**src/rtl/loopback_xform.sv**
```systemverilog
`default_nettype none
// ============================================================================
//  Module   : loopback_xform
//  Brief    : Application-side byte engine behind usb_cdc. Accepts OUT bytes,
//             optionally transforms them, buffers them in a first-word
//             fall-through FIFO and returns them on the IN stream. Drives a
//             stretched activity LED.
//  Options  : define LOOPBACK_XFORM_EN to enable the character transform
//             (A-Z -> a-z, digits rotated up by one); otherwise the block
//             is a pure loopback FIFO with identical timing.
//  Revision : 1.0  initial release
// ============================================================================
module loopback_xform #(
    parameter int DEPTH    = 16,
    parameter int LED_BITS = 20
) (
    input  logic                     clk_i,
    input  logic                     rstn_i,
    input  logic [7:0]               out_data_i,
    input  logic                     out_valid_i,
    output logic                     out_ready_o,
    output logic [7:0]               in_data_o,
    output logic                     in_valid_o,
    input  logic                     in_ready_i,
    output logic [$clog2(DEPTH):0]   count_o,
    output logic                     led_o
);

    localparam int AW = $clog2(DEPTH);
    localparam int CW = AW + 1;
    localparam logic [CW-1:0] C_FULL = CW'(DEPTH);

    // Storage is deliberately not reset; content after reset is undefined.
    logic [7:0]          mem_q [DEPTH];

    logic [AW-1:0]       wr_ptr_q, wr_ptr_d;
    logic [AW-1:0]       rd_ptr_q, rd_ptr_d;
    logic [CW-1:0]       count_q,  count_d;
    logic [LED_BITS-1:0] led_cnt_q, led_cnt_d;
    logic                rdy_en_q, rdy_en_d;

    logic                w_wr_en;
    logic                w_rd_en;
    logic [7:0]          w_wr_data;

`ifdef LOOPBACK_XFORM_EN
    // Uppercase letters fold to lowercase, digits rotate 0->1 ... 9->0.
    function automatic logic [7:0] xform(input logic [7:0] b);
        logic [7:0] r;
        r = b;
        if (b >= 8'h41 && b <= 8'h5A)
            r = b + 8'h20;
        else if (b >= 8'h30 && b <= 8'h38)
            r = b + 8'h01;
        else if (b == 8'h39)
            r = 8'h30;
        return r;
    endfunction

    // Transform sits on the write side so the read path stays a plain mux.
    always_comb begin
        w_wr_data = xform(out_data_i);
    end
`else
    // Pure loopback: bytes are stored unchanged.
    always_comb begin
        w_wr_data = out_data_i;
    end
`endif

    // Handshake outputs depend only on registered state, never on the peer's ready.
    always_comb begin
        out_ready_o = rdy_en_q & (count_q != C_FULL);
        in_valid_o  = (count_q != '0);
        in_data_o   = mem_q[rd_ptr_q];
        count_o     = count_q;
        led_o       = (led_cnt_q != '0);
        w_wr_en     = out_valid_i & out_ready_o;
        w_rd_en     = in_valid_o & in_ready_i;
    end

    // Next-state for pointers, occupancy, ready-enable and the LED stretcher.
    always_comb begin
        wr_ptr_d  = wr_ptr_q;
        rd_ptr_d  = rd_ptr_q;
        count_d   = count_q;
        led_cnt_d = led_cnt_q;
        rdy_en_d  = 1'b1;

        if (w_wr_en)
            wr_ptr_d = wr_ptr_q + AW'(1);
        if (w_rd_en)
            rd_ptr_d = rd_ptr_q + AW'(1);

        case ({w_wr_en, w_rd_en})
            2'b10:   count_d = count_q + CW'(1);
            2'b01:   count_d = count_q - CW'(1);
            default: count_d = count_q;
        endcase

        if (w_wr_en || w_rd_en)
            led_cnt_d = '1;
        else if (led_cnt_q != '0)
            led_cnt_d = led_cnt_q - LED_BITS'(1);
    end

    // Control state register with asynchronous active-low clear.
    always_ff @(posedge clk_i or negedge rstn_i) begin
        if (!rstn_i) begin
            wr_ptr_q  <= '0;
            rd_ptr_q  <= '0;
            count_q   <= '0;
            led_cnt_q <= '0;
            rdy_en_q  <= 1'b0;
        end else begin
            wr_ptr_q  <= wr_ptr_d;
            rd_ptr_q  <= rd_ptr_d;
            count_q   <= count_d;
            led_cnt_q <= led_cnt_d;
            rdy_en_q  <= rdy_en_d;
        end
    end

    // FIFO storage write port.
    always_ff @(posedge clk_i) begin
        if (w_wr_en)
            mem_q[wr_ptr_q] <= w_wr_data;
    end

endmodule
`default_nettype wire
```
**config.mk**
```make
export PLATFORM = sky130hd
export DESIGN_NAME = loopback_xform
export DESIGN_NICKNAME = d
export VERILOG_FILES = /design/src/rtl/loopback_xform.sv
export SDC_FILE = /design/constraint.sdc
export NUM_CORES = 1
export LEC_CHECK = 0
export BUFFER_PORTS_ARGS = -buffer_cell sky130_fd_sc_hd__buf_2
export CORE_UTILIZATION = 55
export DETAILED_ROUTE_END_ITERATION = 10
export PLACE_DENSITY = 0.72
export SKIP_CTS_REPAIR_TIMING = 1
export SYNTH_ARGS = -nofsm -noshare
export SYNTH_HDL_FRONTEND = slang
export SYNTH_SLANG_ARGS = --single-unit
```
**constraint.sdc**
```tcl
create_clock -name clk_i -period 7.93 [get_ports clk_i]
set_clock_uncertainty 0.2 [all_clocks]
set_input_delay 0.793 -clock clk_i [delete_from_list [all_inputs] [get_ports clk_i]]
set_output_delay 0.793 -clock clk_i [all_outputs]
set_load 0.1 [all_outputs]
```
==> qor.txt, run 1 <==
DP Wirelength: 8085 um
CP max FO: 21
commonest non-fill, non-tap cells in the layout: edfxtp_1 (128), mux4_2 (40), dfrtp_1 (33)
Power, Total: 2.873 mW
sequential share of power: 38.2%
setup tns final: 0 ns
Max Root-Sink Buffers: 2
P_leak: 2.539 nW
top layer in use: met4
global-route wire length before repair: 20,270 um
wire per inst: 22.12 um
DR DRC count: 0
CTS tree: done
Max-slew headroom: 24.12%
clock share of power: 27.9%
Tmin final: 3.939 ns
Sink Count: 162
maxcap violations: 0
Synth Area in Compound Gates: 1.260%
CTS buffer count: 17
DRT Pass-1 Iters: 4
Worst Path Arrival: 2.95 ns
share of the yosys chip area belonging to registers: 69.55%
CTS root buffer: clkbuf_16
Cell Area, Synth: 0.006750 sq mm
via-per-instance ratio: 5.876
Worst-Skew Late Latency: 0.42 ns
Hold Crit Class: in2async
Final nets: 445
cell internal pwr: 1.782 mW
final hold viol count: 0
vias in the first global route: 3,536
final setup violation count: 0
via count: 3,414
most frequently used flop master after synthesis: edfxtp_1
largest family of logic cells by synthesized area: multiplexers
initial drt markers: 402
maximum vdd drop: 315.0 uV
initial antenna violation count: 1
Post-DP Area: 0.007029 sq mm
CP endpoint kind: output port
R2R cell count: 12
CTS clock-pin slew for the worst setup and hold paths: 0.06 ns
combinational power share: 33.9%
Worst EP required: 6.94 ns
YS warnings: 0
post-synth net total: 413
DIE WIDTH: 112.8 um
Chip Height: 112.8 um
GPL Wtd Cong: 0.7452
Layout area overhead: 12.86%
cell taking the most area after synthesis: edfxtp_1
syn_area_per_cell: 17.40 sq um
critical path launch point type: flop
Rows: 40
Async S/R FF share, synth: 20.99%
final slew viol count: 0
PD cells: 377.1 mW/mm^2
port bufs: 27
Psw: 1.091 mW
number of synthesized flops with an enable pin: 128
Synth cell types: 44
Ports: 28
outcome: completed
Reg area: 0.004696 sq mm
fillers: 826
Tcrit/Tclk final: 49.68%
Synth top area share: 56.94%
Finished Cell Area: 0.007619 sq mm
multiplexer share of the synthesized area: 13.83%
GRT Overall Usage: 22.69%
CORE AREA: 0.01201 sq mm
reg-to-reg slack, setup: 4.82 ns
grt total ovfl: 0
CP Class: reg2out
most common cell after layout, fill and taps aside: edfxtp_1
Sw Share: 37.97%
xor and xnor area share after synthesis: 3.244%
largest cells by area after synthesis: edfxtp_1 (57%), mux4_2 (13%), dfrtp_1 (13%), ha_1 (2.2%), xnor2_1 (1.9%)
Initial Util: 56.20%
met2 wire len: 6460 um
Syn Inst Count: 388
Seq cells post-synth: 162
WL final: 12,850 um
die area: 0.01272 sq mm
RSZ-0062 raised after global routing: no
share of layout cells above drive strength 1: 25.87%
FMAX: 253.9 MHz
met3 WL post-DR: 760 um
H-Tree Depth: 4
post-route ant nets: 0
worst slew pin tran: 1.134 ns
M1 wire length: 5403 um
Synth Area in Simple Gates: 7.748%
multi-input logic area: 0.001939 sq mm
Synth Area in Adders: 2.521%
pin count of the biggest net entering global routing: 35
==> layer usage <==
metal	vias to the layer above	GRT usage [%]
met5	-	0
met4	0	8.178
met3	15	6.695
met2	101	36.21
met1	1742	29.97
li1	1556	-
==> registers in the layout, indices dropped and copies added, names as in the netlist <==
| register | flops |
|---|---|
| led_cnt_q | 20 |
| mem_q | 128 |
| rdy_en_q | 1 |
| wr_ptr_q | 4 |
| count_o | 5 |
| rd_ptr_q | 4 |
==> cells by family (layout without fill, tap and decap cells) <==
family | after synthesis | count (layout)
compound gates | 15 | 15
other cells | 1 | 2
fa+ha+maj | 13 | 13
flops | 162 | 162
xor+xnor | 25 | 25
mux | 43 | 43
simple gates | 100 | 100
buf+inv | 29 | 74
==> worst max-delay path, cell delays in order (launching register included) <==
cell	delay, ns
dfrtp_2	0.65
buf_4	0.46
mux4_2	0.57
mux4_2	0.51
buf_2	0.31
==> layout make-up <==
cell class / count / area share, %
antenna: 1 / 0.03285
clock buffer: 18 / 5.633
clock inverter: 14 / 2.069
inverter: 10 / 0.4927
multi-input combinational: 197 / 25.46
sequential: 162 / 61.64
tap: 147 / 2.414
timing repair buffer: 32 / 2.266
==> worst paths after layout <==
kind,from,end
max in group asynchronous,rstn_i,rd_ptr_q[0]$_DFFE_PN0P_
setup reg to reg,count_o[0]$_DFFE_PN0P_,count_o[4]$_DFFE_PN0P_
min in group clk_i,led_cnt_q[19]$_DFFE_PN0P_,led_cnt_q[19]$_DFFE_PN0P_
hold reg to reg,led_cnt_q[19]$_DFFE_PN0P_,led_cnt_q[19]$_DFFE_PN0P_
hold / removal,rstn_i,count_o[3]$_DFFE_PN0P_
setup / recovery,rd_ptr_q[0]$_DFFE_PN0P_,in_data_o[4]
==> synthesized netlist by cell type (all sizes together) (2+ instances only) <==
master,number
edfxtp,128
mux4,40
dfrtp,34
nand2,30
nor2,20
xnor2,15
ha,12
clkbuf,11
inv,10
xor2,10
nand3,9
buf,8
a21oi,7
nor3,7
or4,7
nand2b,6
nor4,5
o21ai,4
nand4,3
or3,3
and2,2
mux2,2
nor2b,2
==> power groups by stage <==
stage          Combinational, mW  Sequential, mW  Clock [mW]
6_report                   0.974            1.10       0.800
5_1_grt                     1.03            1.11       0.843
2_1_floorplan              0.805            1.13           0
3_5_place_dp               0.978            1.12           0
3_3_place_gp               0.961            1.11           0
4_1_cts                    0.982            1.10       0.813
==> metrics by stage <==
stage          instances  hold slack, ns  setup WS (ns)  util (%)
2_1_floorplan        388          0.2742          2.218         -
3_3_place_gp         548          0.2876          4.433     58.52
3_5_place_dp         548          0.2931          4.399     58.52
4_1_cts              580          0.2532          3.915     63.41
5_1_grt              581          0.2961          3.808     63.43
6_report             581          0.2481          3.991     63.43
Note: power is estimated with default switching activity, not from simulation.
==> inputs of run 2 (changes only) <==
Settings changed: ABC_AREA set to 1.
Clock period 7.93 ns to 4 ns, I/O delays scaled along.
==> run 2 against run 1 <==
Worst hold slack got worse by 0.082 ns. Synthesized cell count increased by 86%. Register-to-register slack got worse by 3.4 ns. Non-clock buffer count increased by 1. Setup slack got worse by 3.2 ns. Via count increased by 53%. Clock power increased by 110%. Count of clock-buffer cells in the layout increased by 8. Sequential power increased by 87%. Sequential cell count unchanged. Combinational power increased to 2.5 times the previous value. Critical path type unchanged. Highest routed layer unchanged.
==> qor.txt, run 2 <==
largest cells by area after synthesis: edfxtp_1 (52%), dfrtp_1 (12%), nor2_1 (9.1%), nand3_1 (5.3%), nand2_1 (4.9%)
Initial Util: 57.19% (+0.99 points)
Max Root-Sink Buffers: 2 (unchanged)
largest reg by FF count: mem_q
grt total ovfl: 0 (unchanged)
Max-slew headroom: 24.56% (+0.44 points)
reg-to-reg slack, setup: 1.42 ns (-3.40 ns)
Final WS setup: 0.7440 ns (-3.247 ns)
Reg-to-Reg End: mem_q[10][6]$_DFFE_PP_
GPL Wtd Cong: 0.8742 (+17%)
Power, Total: 6.189 mW (+120%)
CP max FO: 39 (+86%)
Hold Crit Class: in2reg
WL final: 15,930 um (+24%)
maxcap violations: 0 (unchanged)
top-count cell post-synth: nor2_1
Rows: 41 (+2.5%)
Tcrit/Tclk final: 81.40%
Seq cells post-synth: 162 (unchanged)
Sink Count: 162 (unchanged)
CP endpoint kind: output port
setup slack at placement: 1.184 ns (-3.216 ns)
Tmin final: 3.256 ns
CTS clock-pin slew for the worst setup and hold paths: 0.06 ns (about the same)
Finished Cell Area: 0.008159 sq mm (+7.1%)
DP Wirelength: 10,080 um (+25%)
RSZ-0062 raised after global routing: no
H-Tree Depth: 4 (unchanged)
maximum vdd drop: 593.7 uV (+88%)
post-route ant nets: 0 (unchanged)
most common cell after layout, fill and taps aside: nor2_1
wire per inst: 17.09 um (-23%)
CTS root buffer: clkbuf_16
DIE WIDTH: 117.5 um (+4.2%)
initial drt markers: 749 (+86%)
worst slew pin tran: 1.127 ns (-0.006623 ns)
final setup violation count: 0 (unchanged)
CP cell instances: inv_2 > buf_4 > nor2_1 > nor2_1 > o21ai_0 > nand3_1 > nand3_1 > nand2_1 > buf_2
vias in the first global route: 5,053 (+43%)
Setup crit end: in_data_o[4]
CP Class: reg2out
Post-DP Area: 0.007541 sq mm (+7.3%)
outcome: completed
die area: 0.01380 sq mm (+8.5%)
Syn Inst Count: 723 (+86%)
critical path launch point type: flop
Layout area overhead: 11.24%
via count: 5,220 (+53%)
CP max stage delay: 0.50 ns (-0.15 ns)
Worst-Skew Late Latency: 0.42 ns (about the same)
hold slack: 0.1660 ns (-0.08212 ns)
global-route wire length before repair: 26,100 um (+29%)
top layer in use: met4
commonest non-fill, non-tap cells in the layout: nor2_1 (178), edfxtp_1 (128), nand2_1 (95)
Chip Height: 117.5 um (+4.2%)
cell family with most CP delay: buffers and inverters
Async S/R FF share, synth: 20.99% (unchanged)
Largest register FFs: 128 (unchanged)
DR DRC count: 0 (unchanged)
RR Startpoint: count_o[0]$_DFFE_PN0P_
most frequently used flop master after synthesis: edfxtp_1
Hold Startpoint: out_data_i[3]
Ports: 28 (unchanged)
post-synth net total: 748 (+81%)
R2R cell count: 6 (-6)
slowest CP cell: inv_2
P_leak: 3.091 nW (+22%)
Final nets: 772 (+73%)
critical path depth in cells: 9 (+5)
final hold viol count: 0 (unchanged)
top cells by count, synth: nor2_1 (178), edfxtp_1 (128), nand2_1 (95), nand3_1 (77), o21ai_0 (59)
pin count of the biggest net entering global routing: 68 (+94%)
via-per-instance ratio: 5.601 (-4.7%)
M1 wire length: 6886 um (+27%)
GRT Overall Usage: 24.96% (+2.3 points)
share of the yosys chip area belonging to registers: 64.01% (-5.5 points)
n_diodes: 0 (-1)
met3 WL post-DR: 1285 um (+69%)
FMAX: 307.1 MHz
Worst EP required: 3.40 ns (-3.54 ns)
PD cells: 758.5 mW/mm^2 (+100%)
CTS buffer count: 17 (unchanged)
Synth cell types: 34 (-23%)
Cell Area, Synth: 0.007335 sq mm (+8.7%)
setup tns final: 0 ns (unchanged)
CP bufs+invs: 3 (+1)
YS warnings: 0 (unchanged)
final slew viol count: 0 (unchanged)
cell taking the most area after synthesis: edfxtp_1
initial antenna violation count: 0 (-1)
Synth top area share: 52.41% (-4.5 points)
CTS tree: done
met2 wire len: 7372 um (+14%)
share of layout cells above drive strength 1: 9.211% (-17 points)
Worst Path Arrival: 2.66 ns (-0.29 ns)
port bufs: 27 (unchanged)
number of synthesized flops with an enable pin: 128 (unchanged)
CORE AREA: 0.01282 sq mm (+6.8%)
crit path from: rd_ptr_q[0]$_DFFE_PN0P_
syn_area_per_cell: 10.14 sq um (-42%)
DRT Pass-1 Iters: 6 (+2)
run 2: kinds of logic after synthesis:
family,Yosys count,share of synthesized area [%]
adder cells (fa/ha/maj),13,2.320
other,1,0.05113
buffers and inverters,80,5.152
AO/OA/AOI/OAI,85,5.954
AND/OR/NAND/NOR,372,21.32
XOR/XNOR,10,1.194
flip-flops,162,64.01
run 2: routing by layer:
layer / track usage [%] / vias up
met5: 0 / -
met3: 5.426 / 29
met1: 35.01 / 2470
met4: 9.535 / 0
li1: - / 2487
met2: 38.35 / 234
run 2: worst min path at each step:
stage / to / slack (ns) / cells after the start
after CTS: count_o[4]$_DFFE_PN0P_ / -0.14 / 1
final: mem_q[12][3]$_DFFE_PP_ / 0.17 / 1
after detailed placement: led_cnt_q[0]$_DFFE_PN0P_ / 0.26 / 2
after floorplan: count_o[0]$_DFFE_PN0P_ / -0.1 / 0
after global placement: led_cnt_q[0]$_DFFE_PN0P_ / 0.25 / 2
after global routing: mem_q[10][2]$_DFFE_PP_ / 0.19 / 1
run 2: cell type report:
cell class | instances | area [sq um]
clock inverter | 6 | 128.9
fill | 1023 | 4666
timing repair buffer | 33 | 182.7
tap | 172 | 215.2
multi-input combinational | 481 | 2262
clock buffer | 26 | 479.2
inverter | 52 | 195.2
sequential | 162 | 4696
run 2: per-stage QoR:
stage / utilization (%) / cells
detailed placement: 58.80 / 899
CTS: 63.54 / 931
finish: 63.62 / 932
global route: 63.62 / 932
global placement: 58.80 / 899
floorplan: - / 723
run 2: report_power, final:
| part | total, mW | switching (mW) | internal, mW |
|---|---|---|---|
| sequential | 2.06 | 0.0968 | 1.96 |
| clock | 1.68 | 0.601 | 1.08 |
| combinational | 2.46 | 1.92 | 0.533 |
==> inputs of run 3 (changes only) <==
Clock period 4 ns to 3.2 ns, I/O delays scaled along.
==> run 3 against run 2 <==
Non-clock buffer count unchanged. Utilization increased by 1.2 points. Register-to-register slack got worse by 0.69 ns. Sequential cell count unchanged. Power increased by 32%.
==> qor.txt, run 3 (same netlist as run 2, synthesis figures left out) <==
worst slew pin tran: 0.7951 ns (-0.3323 ns)
final hold viol count: 0 (unchanged)
Tmin final: 2.882 ns
cell family with most CP delay: buffers and inverters
CP Class: reg2out
wire per inst: 17.43 um (+2.0%)
critical path depth in cells: 8 (-1)
Chip Height: 117.5 um (unchanged)
RR Startpoint: count_o[3]$_DFFE_PN0P_
met1 Track Usage GR: 32.11% (-2.9 points)
Worst-Skew Late Latency: 0.42 ns (about the same)
reg-to-reg slack, setup: 0.73 ns (-0.69 ns)
Layout area overhead: 13.37%
Max-slew headroom: 46.99% (+22 points)
Rows: 41 (unchanged)
CP max stage delay: 0.54 ns (+0.04 ns)
H-Tree Depth: 4 (unchanged)
Reg-to-Reg End: count_o[4]$_DFFE_PN0P_
GRT Overall Usage: 25.30% (+0.34 points)
Hold Crit Class: in2reg
setup tns final: 0 ns (unchanged)
grt total ovfl: 0 (unchanged)
Worst Path Arrival: 2.36 ns (-0.30 ns)
R2R cell count: 14 (+8)
die area: 0.01380 sq mm (unchanged)
CTS clock-pin slew for the worst setup and hold paths: 0.06 ns (about the same)
outcome: completed
setup slack at placement: 0.7416 ns (-0.4419 ns)
Final WS setup: 0.3179 ns (-0.4262 ns)
Power, Total: 8.147 mW (+32%)
CP cell instances: buf_4 > nor2_1 > nor2_1 > o21ai_0 > nand3_1 > nand3_1 > nand2_1 > buf_12
GPL Wtd Cong: 0.9079 (+3.9%)
met2 usage: 41.83% (+3.5 points)
via-per-instance ratio: 5.645 (+0.79%)
DR DRC count: 0 (unchanged)
CTS tree: done
Ports: 28 (unchanged)
final setup violation count: 0 (unchanged)
met3 usage: 5.669% (+0.24 points)
hold path depth: 3 (+2)
Initial Util: 57.19% (unchanged)
most common cell after layout, fill and taps aside: nor2_1
Finished Cell Area: 0.008315 sq mm (+1.9%)
fillers: 1,018 (-0.49%)
share of layout cells above drive strength 1: 11.71% (+2.5 points)
DP Wirelength: 10,680 um (+5.9%)
slowest CP cell: buf_4
commonest non-fill, non-tap cells in the layout: nor2_1 (177), edfxtp_1 (128), nand2_1 (93)
DRT Pass-1 Iters: 5 (-1)
Sink Count: 162 (unchanged)
Post-DP Area: 0.007722 sq mm (+2.4%)
P_leak: 3.122 nW (+1.0%)
CP bufs+invs: 2 (-1)
post-route ant nets: 0 (unchanged)
Worst EP required: 2.68 ns (-0.72 ns)
port bufs: 27 (unchanged)
CORE AREA: 0.01282 sq mm (unchanged)
largest reg by FF count: mem_q
pin count of the biggest net entering global routing: 68 (unchanged)
initial drt markers: 530 (-29%)
Hold Startpoint: in_ready_i
PD cells: 979.7 mW/mm^2 (+29%)
final core occ: 64.84% (+1.2 points)
Largest register FFs: 128 (unchanged)
critical path launch point type: flop
n_diodes: 0 (unchanged)
CP endpoint kind: output port
CTS buffer count: 17 (unchanged)
Cell Count, Final, Fillers Out: 932 (unchanged)
via count: 5,261 (+0.79%)
placed insts: 899 (unchanged)
vias in the first global route: 5,214 (+3.2%)
Tcrit/Tclk final: 90.07%
Hold EP: rd_ptr_q[0]$_DFFE_PN0P_
hold slack: 0.04890 ns (-0.1171 ns)
global-route wire length before repair: 26,430 um (+1.3%)
CP max FO: 67 (+72%)
Max Root-Sink Buffers: 2 (unchanged)
initial antenna violation count: 0 (unchanged)
CTS root buffer: clkbuf_16
WL final: 16,240 um (+2.0%)
RSZ-0062 raised after global routing: no
global routing's busiest layer: met2
maximum vdd drop: 834.1 uV (+41%)
FMAX: 347.0 MHz
maxcap violations: 0 (unchanged)
DIE WIDTH: 117.5 um (unchanged)
Final nets: 772 (unchanged)
final slew viol count: 0 (unchanged)
run 3: final cells by class:
cell class              count  area [sq um]  share of cell area [%]
clock inverters            10         108.9                   1.309
clock buffers              22         474.2                   5.703
repair buffers             33         315.3                   3.792
inverters                  52         195.2                   2.347
well taps                 172         215.2                   2.588
flip-flops and latches    162          4712                   56.67
multi-input cells         481          2295                   27.60
run 3: worst reg2reg max path, delay by kind of cell (launching register included):
kind / cells / cell delay, ns
adder cells (fa/ha/maj): 2 / 0.59
flip-flops: 1 / 0.50
buffers and inverters: 2 / 0.14
AND/OR/NAND/NOR: 10 / 0.93
run 3: power breakdown:
group	internal [mW]	switching [mW]
Combinational	1.03	2.55
Sequential	2.47	0.122
Clock	1.20	0.774
run 3: how the worst max path moves through the flow:
stage,start,end,slack [ns]
6_report,rd_ptr_q[0]$_DFFE_PN0P_,in_data_o[2],0.32
2_1_floorplan,count_o[3]$_DFFE_PN0P_,count_o[4]$_DFFE_PN0P_,-0.19
5_1_grt,rd_ptr_q[0]$_DFFE_PN0P_,in_data_o[2],0.18
3_5_place_dp,count_o[3]$_DFFE_PN0P_,count_o[4]$_DFFE_PN0P_,0.74
3_3_place_gp,count_o[3]$_DFFE_PN0P_,count_o[4]$_DFFE_PN0P_,0.87
4_1_cts,rd_ptr_q[0]$_DFFE_PN0P_,in_data_o[2],0.33
run 3: per-layer routing:
| layer | routed length (um) | vias to the layer above |
|---|---|---|
| met5 | 0 | - |
| met4 | 413 | 0 |
| met3 | 1004 | 38 |
| met2 | 8096 | 189 |
| met1 | 6727 | 2548 |
| li1 | - | 2486 |
